File: config.mk
export PLATFORM = sky130hd
export DESIGN_NAME = spi_regfile_peripheral
export DESIGN_NICKNAME = d
export VERILOG_FILES = /design/src/rtl/spi_regfile_peripheral.sv
export SDC_FILE = /design/constraint.sdc
export NUM_CORES = 1
export LEC_CHECK = 0
export BUFFER_PORTS_ARGS = -buffer_cell sky130_fd_sc_hd__buf_4
export CORE_MARGIN = 3
export CORE_UTILIZATION = 52
export CTS_BUF_LIST = sky130_fd_sc_hd__clkbuf_8
export DETAILED_ROUTE_END_ITERATION = 10
export PLACE_DENSITY = 0.74
export SLEW_MARGIN = 10
export SYNTH_ARGS = -nofsm -noshare
export SYNTH_HDL_FRONTEND = slang
export SYNTH_SLANG_ARGS = --single-unit
export TNS_END_PERCENT = 10
File: constraint.sdc
create_clock -name clk -period 2.9 [get_ports clk]
set_input_delay 0.145 -clock clk [delete_from_list [all_inputs] [get_ports clk]]
set_output_delay 0.145 -clock clk [all_outputs]
set_load 0.1 [all_outputs]
File: src/rtl/spi_regfile_peripheral.sv
// spi_regfile_peripheral: SPI mode-0 write/readback access to NUM_REGS x DATA_W registers.
// Define SPI_READBACK_EN to compile in the cipo read path.
module spi_regfile_peripheral #(
    parameter int NUM_REGS = 8,
    parameter int DATA_W = 8,
    parameter logic [DATA_W-1:0] RESET_VAL = '0
) (
    input  logic                       clk,
    input  logic                       rst_n,
    input  logic                       sclk,
    input  logic                       copi,
    input  logic                       ncs,
    output logic                       cipo,
    output logic                       cipo_oe,
    output logic [NUM_REGS*DATA_W-1:0] regs,
    output logic                       wr_strobe,
    output logic [6:0]                 wr_addr,
    output logic [7:0]                 err_count
);
    localparam int L = 8 + DATA_W;
    typedef enum logic [1:0] {IDLE, CMD, DATA, COMMIT} state_t;
    state_t state_q, state_d;
    logic [2:0] sclk_q;
    logic [1:0] copi_q, ncs_q;
    logic ncs_prev_q;
    logic [5:0] cnt_q, cnt_d;
    logic [DATA_W-1:0] sr_q, sr_d;
    logic rw_q, rw_d;
    logic [6:0] addr_q, addr_d, wr_addr_q, wr_addr_d, addr_new;
    logic [NUM_REGS*DATA_W-1:0] regs_q, regs_d;
    logic wr_strobe_q, wr_strobe_d;
    logic [7:0] err_q, err_d;
    logic sclk_rise, ncs_fall, ncs_rise, sel, cmd_done, len_ok, addr_ok, wr_ok, rd_err;
    assign sclk_rise = sclk_q[1] & ~sclk_q[2];
    assign ncs_fall = ~ncs_q[1] & ncs_prev_q;
    assign ncs_rise = ncs_q[1] & ~ncs_prev_q;
    assign sel = ~ncs_q[1];
    assign addr_new = {sr_q[5:0], copi_q[1]};
    assign cmd_done = state_q == CMD && sel && sclk_rise && cnt_q == 6'd7;
    assign len_ok = cnt_q == 6'(L);
    assign addr_ok = int'(addr_q) < NUM_REGS;
    assign wr_ok = rw_q && len_ok && addr_ok;
`ifdef SPI_READBACK_EN
    assign rd_err = !rw_q && !len_ok;
`else
    assign rd_err = 1'b0;
`endif
    always_comb begin
        state_d = state_q;
        cnt_d = cnt_q;
        sr_d = sr_q;
        rw_d = rw_q;
        addr_d = addr_q;
        regs_d = regs_q;
        wr_strobe_d = 1'b0;
        wr_addr_d = wr_addr_q;
        err_d = err_q;
        case (state_q)
            IDLE: if (ncs_fall) begin
                state_d = CMD;
                cnt_d = '0;
                sr_d = '0;
                rw_d = 1'b0;
                addr_d = '0;
            end
            CMD, DATA: begin
                if (sel && sclk_rise) begin
                    cnt_d = cnt_q == 6'd63 ? cnt_q : cnt_q + 6'd1;
                    sr_d = {sr_q[DATA_W-2:0], copi_q[1]};
                end
                if (cmd_done) begin
                    rw_d = sr_q[6];
                    addr_d = addr_new;
                    state_d = DATA;
                end
                if (ncs_rise) state_d = COMMIT;
            end
            COMMIT: begin
                state_d = IDLE;
                if (wr_ok) begin
                    regs_d[int'(addr_q)*DATA_W +: DATA_W] = sr_q;
                    wr_addr_d = addr_q;
                    wr_strobe_d = 1'b1;
                end
                if ((rw_q && !wr_ok) || rd_err) err_d = err_q == 8'hFF ? err_q : err_q + 8'd1;
            end
            default: state_d = IDLE;
        endcase
    end
    always_ff @(posedge clk or negedge rst_n) begin
        if (!rst_n) begin
            sclk_q <= '0;
            copi_q <= '0;
            ncs_q <= '1;
            ncs_prev_q <= 1'b1;
            state_q <= IDLE;
            cnt_q <= '0;
            sr_q <= '0;
            rw_q <= 1'b0;
            addr_q <= '0;
            regs_q <= {NUM_REGS{RESET_VAL}};
            wr_strobe_q <= 1'b0;
            wr_addr_q <= '0;
            err_q <= '0;
        end else begin
            sclk_q <= {sclk_q[1:0], sclk};
            copi_q <= {copi_q[0], copi};
            ncs_q <= {ncs_q[0], ncs};
            ncs_prev_q <= ncs_q[1];
            state_q <= state_d;
            cnt_q <= cnt_d;
            sr_q <= sr_d;
            rw_q <= rw_d;
            addr_q <= addr_d;
            regs_q <= regs_d;
            wr_strobe_q <= wr_strobe_d;
            wr_addr_q <= wr_addr_d;
            err_q <= err_d;
        end
    end
    assign regs = regs_q;
    assign wr_strobe = wr_strobe_q;
    assign wr_addr = wr_addr_q;
    assign err_count = err_q;
`ifdef SPI_READBACK_EN
    logic sclk_fall, cipo_q;
    logic [DATA_W-1:0] shadow_q;
    assign sclk_fall = ~sclk_q[1] & sclk_q[2];
    // Shadow loads on the 8th rise so the MSB is on cipo before the 9th rise.
    always_ff @(posedge clk or negedge rst_n) begin
        if (!rst_n) begin
            shadow_q <= '0;
            cipo_q <= 1'b0;
        end else if (cmd_done) begin
            shadow_q <= int'(addr_new) < NUM_REGS ? regs_q[int'(addr_new)*DATA_W +: DATA_W] : '0;
        end else if (state_q == DATA && sel && sclk_fall) begin
            cipo_q <= shadow_q[DATA_W-1];
            shadow_q <= {shadow_q[DATA_W-2:0], 1'b0};
        end
    end
    assign cipo = cipo_q;
    assign cipo_oe = sel;
`else
    assign cipo = 1'b0;
    assign cipo_oe = 1'b0;
`endif
endmodule

==> impl_results.md <==
- Outcome: completed
- Hpwl dp: 7.58 mm
- Maximum vdd ir drop: about 0.4 mV
- Clk Latency, worst-skew pair: roughly 370 ps
- Post-route cell area: slightly below 6000 µm²
- Period utilization: 97.4%
- FF-to-FF End: regs[32]$_DFFE_PN0P_
- Root buf cell: clkbuf_8
- Clk buf depth: 2
- Pwr dens: 711 nW/µm²
- Die area: 10200 µm²
- Post-CTS setup buffer count: 0
- # IOs: 87
- Largest net degree at the start of global routing: 66
- Die W: approximately 100 µm
- N_diodes: 0
- RSZ-0062 raised after global routing: yes
- Final WL: 10.5 mm
- Routed wire per std cell: ~16 µm
- Synth Area in XOR/XNOR: under 10%
- H-tree Lvls: 3
- HP Start: copi_q[0]$_DFF_PN0_
- Final Power: between 0.004 and 0.005 W
- Flops & latches, synth: approximately 110
- Top_reg_cell synth: dfrtp_1
- Seq/Total Area, Yosys: 59.8%
- Initial Utilization: a little over half
- Layout overhead on the synthesized area: 23.0%
- Slowest cell on crit path: or4_1
- Cells after synthesis: around 440
- First-pass GRT wire length: 17.2 mm
- DRC Markers: 0
- Port Buf Inserts: 84
- Hold depth: 0
- Final cell count without fillers: around 660
- Post-DP Area: about 5500 µm²
- Clock slew at reported path FFs: around 100 ps
- P_leak: 2.74 nW
- R2R setup slack: between 70 and 80 ps
- Initial DRC count: 242
- GP Congestion: 0.845
- Data arrival time of the worst path: just over 3000 ps
- Crit path cell chain: clkinv_2 -> ha_1 -> nor2b_1 -> nor2b_1 -> ha_1 -> or3b_1 -> mux2i_4 -> nand3_1 -> or4_1 -> o21ai_1
- Clock Skews: around 15 ps
- Total gr overflow: 0
- Initial DRT Pass Iterations: 4
- CTS Buf Count: 9
- Maximum fanout along the worst path: 8
- Startpoint Class: register
- DP Cell Count: around 640
- Clock sinks: between 100 and 150
- Asr flop ratio synth: 100%
- Hold WC Path Type: reg -> reg
- Initial antenna violation count: 0
- Worst reg2reg startpoint: addr_q[0]$_DFFE_PN0P_
- Proportion of synthesized area in mux cells: under 10%
- # fillers: 740
- Layout Nets: 557
- Core area: between 8000 and 9000 µm²
- Cell area after synthesis: approximately 4700 µm²
- Final Hold Viols: 0
- Worst hold slack: 357 ps
- Synthesis Warnings: 0
- MaxCap Viol Count: 0
- Mapped Avg Cell Area: 10.6 µm²
- Final setup violation count: 0
- Post-synth cell types: 52
- Post-synthesis compound-gate area fraction: between 10% and 20%
- Delay of the slowest cell on the worst path: 610 ps
- Slew Limit Fails: 0
- Reg2Reg Depth: 10
- Fin util: between 60% and 70%
- Site Rows: 34
- Die Ht: between 100 and 150 µm
- Worst Path Required: 3190 ps
- Vias in the first global route: roughly 3400
- Worst min-delay path endpoint: copi_q[1]$_DFF_PN0_
- Via density: 5.56
- Worst setup EP type: register
- Crit path time final: 2820 ps
- Max Freq: between 0.3 and 0.4 GHz
- Post-DRT Antenna Nets: 0
- Slew HR: between 40% and 50%
- Total vias in the final route: around 3700
- Worst Setup Path Type: reg -> reg
- CTS tree: yes
- Post-synth EDFFs: 0
- Total track usage: 21.4%
- Simple-Gate Fraction of Synth Area: ~18%
- Share of post-route cells with drive strength above 1: about a quarter
- Worst Tran Pin Value: 809 ps
- Main combinational cell family by area after synthesis: simple AND/OR/NAND/NOR gates
- Area share of fa/ha/maj cells after synthesis: under 10%
## layout make-up
class / instances / area [µm²] / share of cell area [%]
Clock buffer: 11 / 151 / 2.62
Clock inverter: 5 / 56.3 / 0.975
Inverter: 13 / 50.0 / 0.867
Multi-Input combinational cell: 304 / 1780 / 30.9
Sequential cell: 112 / 2810 / 48.6
Tap cell: 108 / 135 / 2.34
Timing Repair Buffer: 104 / 791 / 13.7
## what timing repair did
action                                  in CTS  in global routing
endpoints found under the setup margin       0                 52
resized for setup                            0                  5
hold buffers                                 4                  0
hold endpoints to repair                    65                  0
## cell usage in the layout, fill, tap and decap left out, types with 5 or more instances in the layout
cell,count
dfrtp_1,109
nor2_1,14
o21ai_0,49
inv_1,13
nand3_1,10
mux2_2,13
ha_1,8
nand2_1,91
xnor2_1,7
nand4_1,9
o31ai_1,6
and3_1,5
buf_4,100
nor3_1,9
clkbuf_8,11
o21ai_1,28
## critical path, delay by kind of cell, from the launching register on
family,cells,cell delay (ps)
buffers and inverters,1,70
and+or+nand+nor,5,1410
muxes,1,170
DFF,1,380
AOI/OAI and AO/OA,1,210
adders and majority gates,2,510
## through the flow
stage / TNS [ps] / worst slack (ps)
floorplan: 0 / 4.51
global placement: 0 / 228
detailed placement: 0 / 105
CTS: 0 / 74.8
global route: -2030 / -89.8
finish: 0 / 76.1
## flip-flops by register name, summed over array words and instances, names as in the netlist
register / cells
addr_q: 7
cnt_q: 6
copi_q: 2
err_count: 8
ncs_prev_q: 1
ncs_q: 2
regs: 64
rw_q: 1
sclk_q: 3
sr_q: 8
state_q: 2
wr_addr: 7
wr_strobe: 1
## synth_stat cells, types with 7 or more instances
| cell type | n | share of area, % |
|---|---|---|
| nor3_1 | 9 | 0.96 |
| nand3_1 | 10 | 1.1 |
| nand4_1 | 9 | 1.2 |
| o21ai_0 | 53 | 5.7 |
| dfrtp_1 | 109 | 58 |
| nor2_1 | 14 | 1.1 |
| mux2_2 | 13 | 3.1 |
| nand2_1 | 91 | 7.3 |
| inv_1 | 12 | 0.96 |
| ha_1 | 8 | 2.1 |
| xnor2_1 | 7 | 1.3 |
| o21ai_1 | 24 | 2.6 |
## layer usage
| layer | up-vias | global-route usage, % | share of wire [%] | wire (µm) |
|---|---|---|---|---|
| li1 | 1735 | - | - | - |
| met5 | - | 0 | 0 | 0 |
| met3 | 9 | 5.05 | 6.6 | 697 |
| met2 | 114 | 32.8 | 48 | 5020 |
| met1 | 1794 | 31.2 | 45 | 4730 |
| met4 | 0 | 5.11 | 0.76 | 80 |
## worst max-delay path by stage
| stage | from | endpoint | slack (ps) | depth (start not counted) |
|---|---|---|---|---|
| floorplan | addr_q[0]$_DFFE_PN0P_ | regs[24]$_DFFE_PN0P_ | 5 | 12 |
| detailed placement | addr_q[0]$_DFFE_PN0P_ | regs[18]$_DFFE_PN0P_ | 100 | 11 |
| global route | addr_q[0]$_DFFE_PN0P_ | regs[47]$_DFFE_PN0P_ | -90 | 11 |
| finish | addr_q[0]$_DFFE_PN0P_ | regs[32]$_DFFE_PN0P_ | 80 | 10 |
| global placement | addr_q[0]$_DFFE_PN0P_ | regs[57]$_DFFE_PN0P_ | 230 | 10 |
| CTS | addr_q[0]$_DFFE_PN0P_ | regs[18]$_DFFE_PN0P_ | 70 | 11 |
## where the power goes
part	leakage [nW]	switching [W]	internal (W)
combinational	1.11	0.000872	0.000522
clock	0.0990	0.000509	0.000444
sequential	1.53	0.0000923	0.00166
total	2.74	0.00147	0.00263
## cells by family (layout without fill, tap and decap cells)
family                     after synthesis  count (layout)
and+or+nand+nor                        171             171
DFF                                    112             112
other                                    1               2
adders and majority gates                8               8
xor gates and xnor gates                11              11
muxes                                   18              18
buffers and inverters                   28             133
AOI/OAI and AO/OA                       94              94
Power figures use the tool's default switching activity.
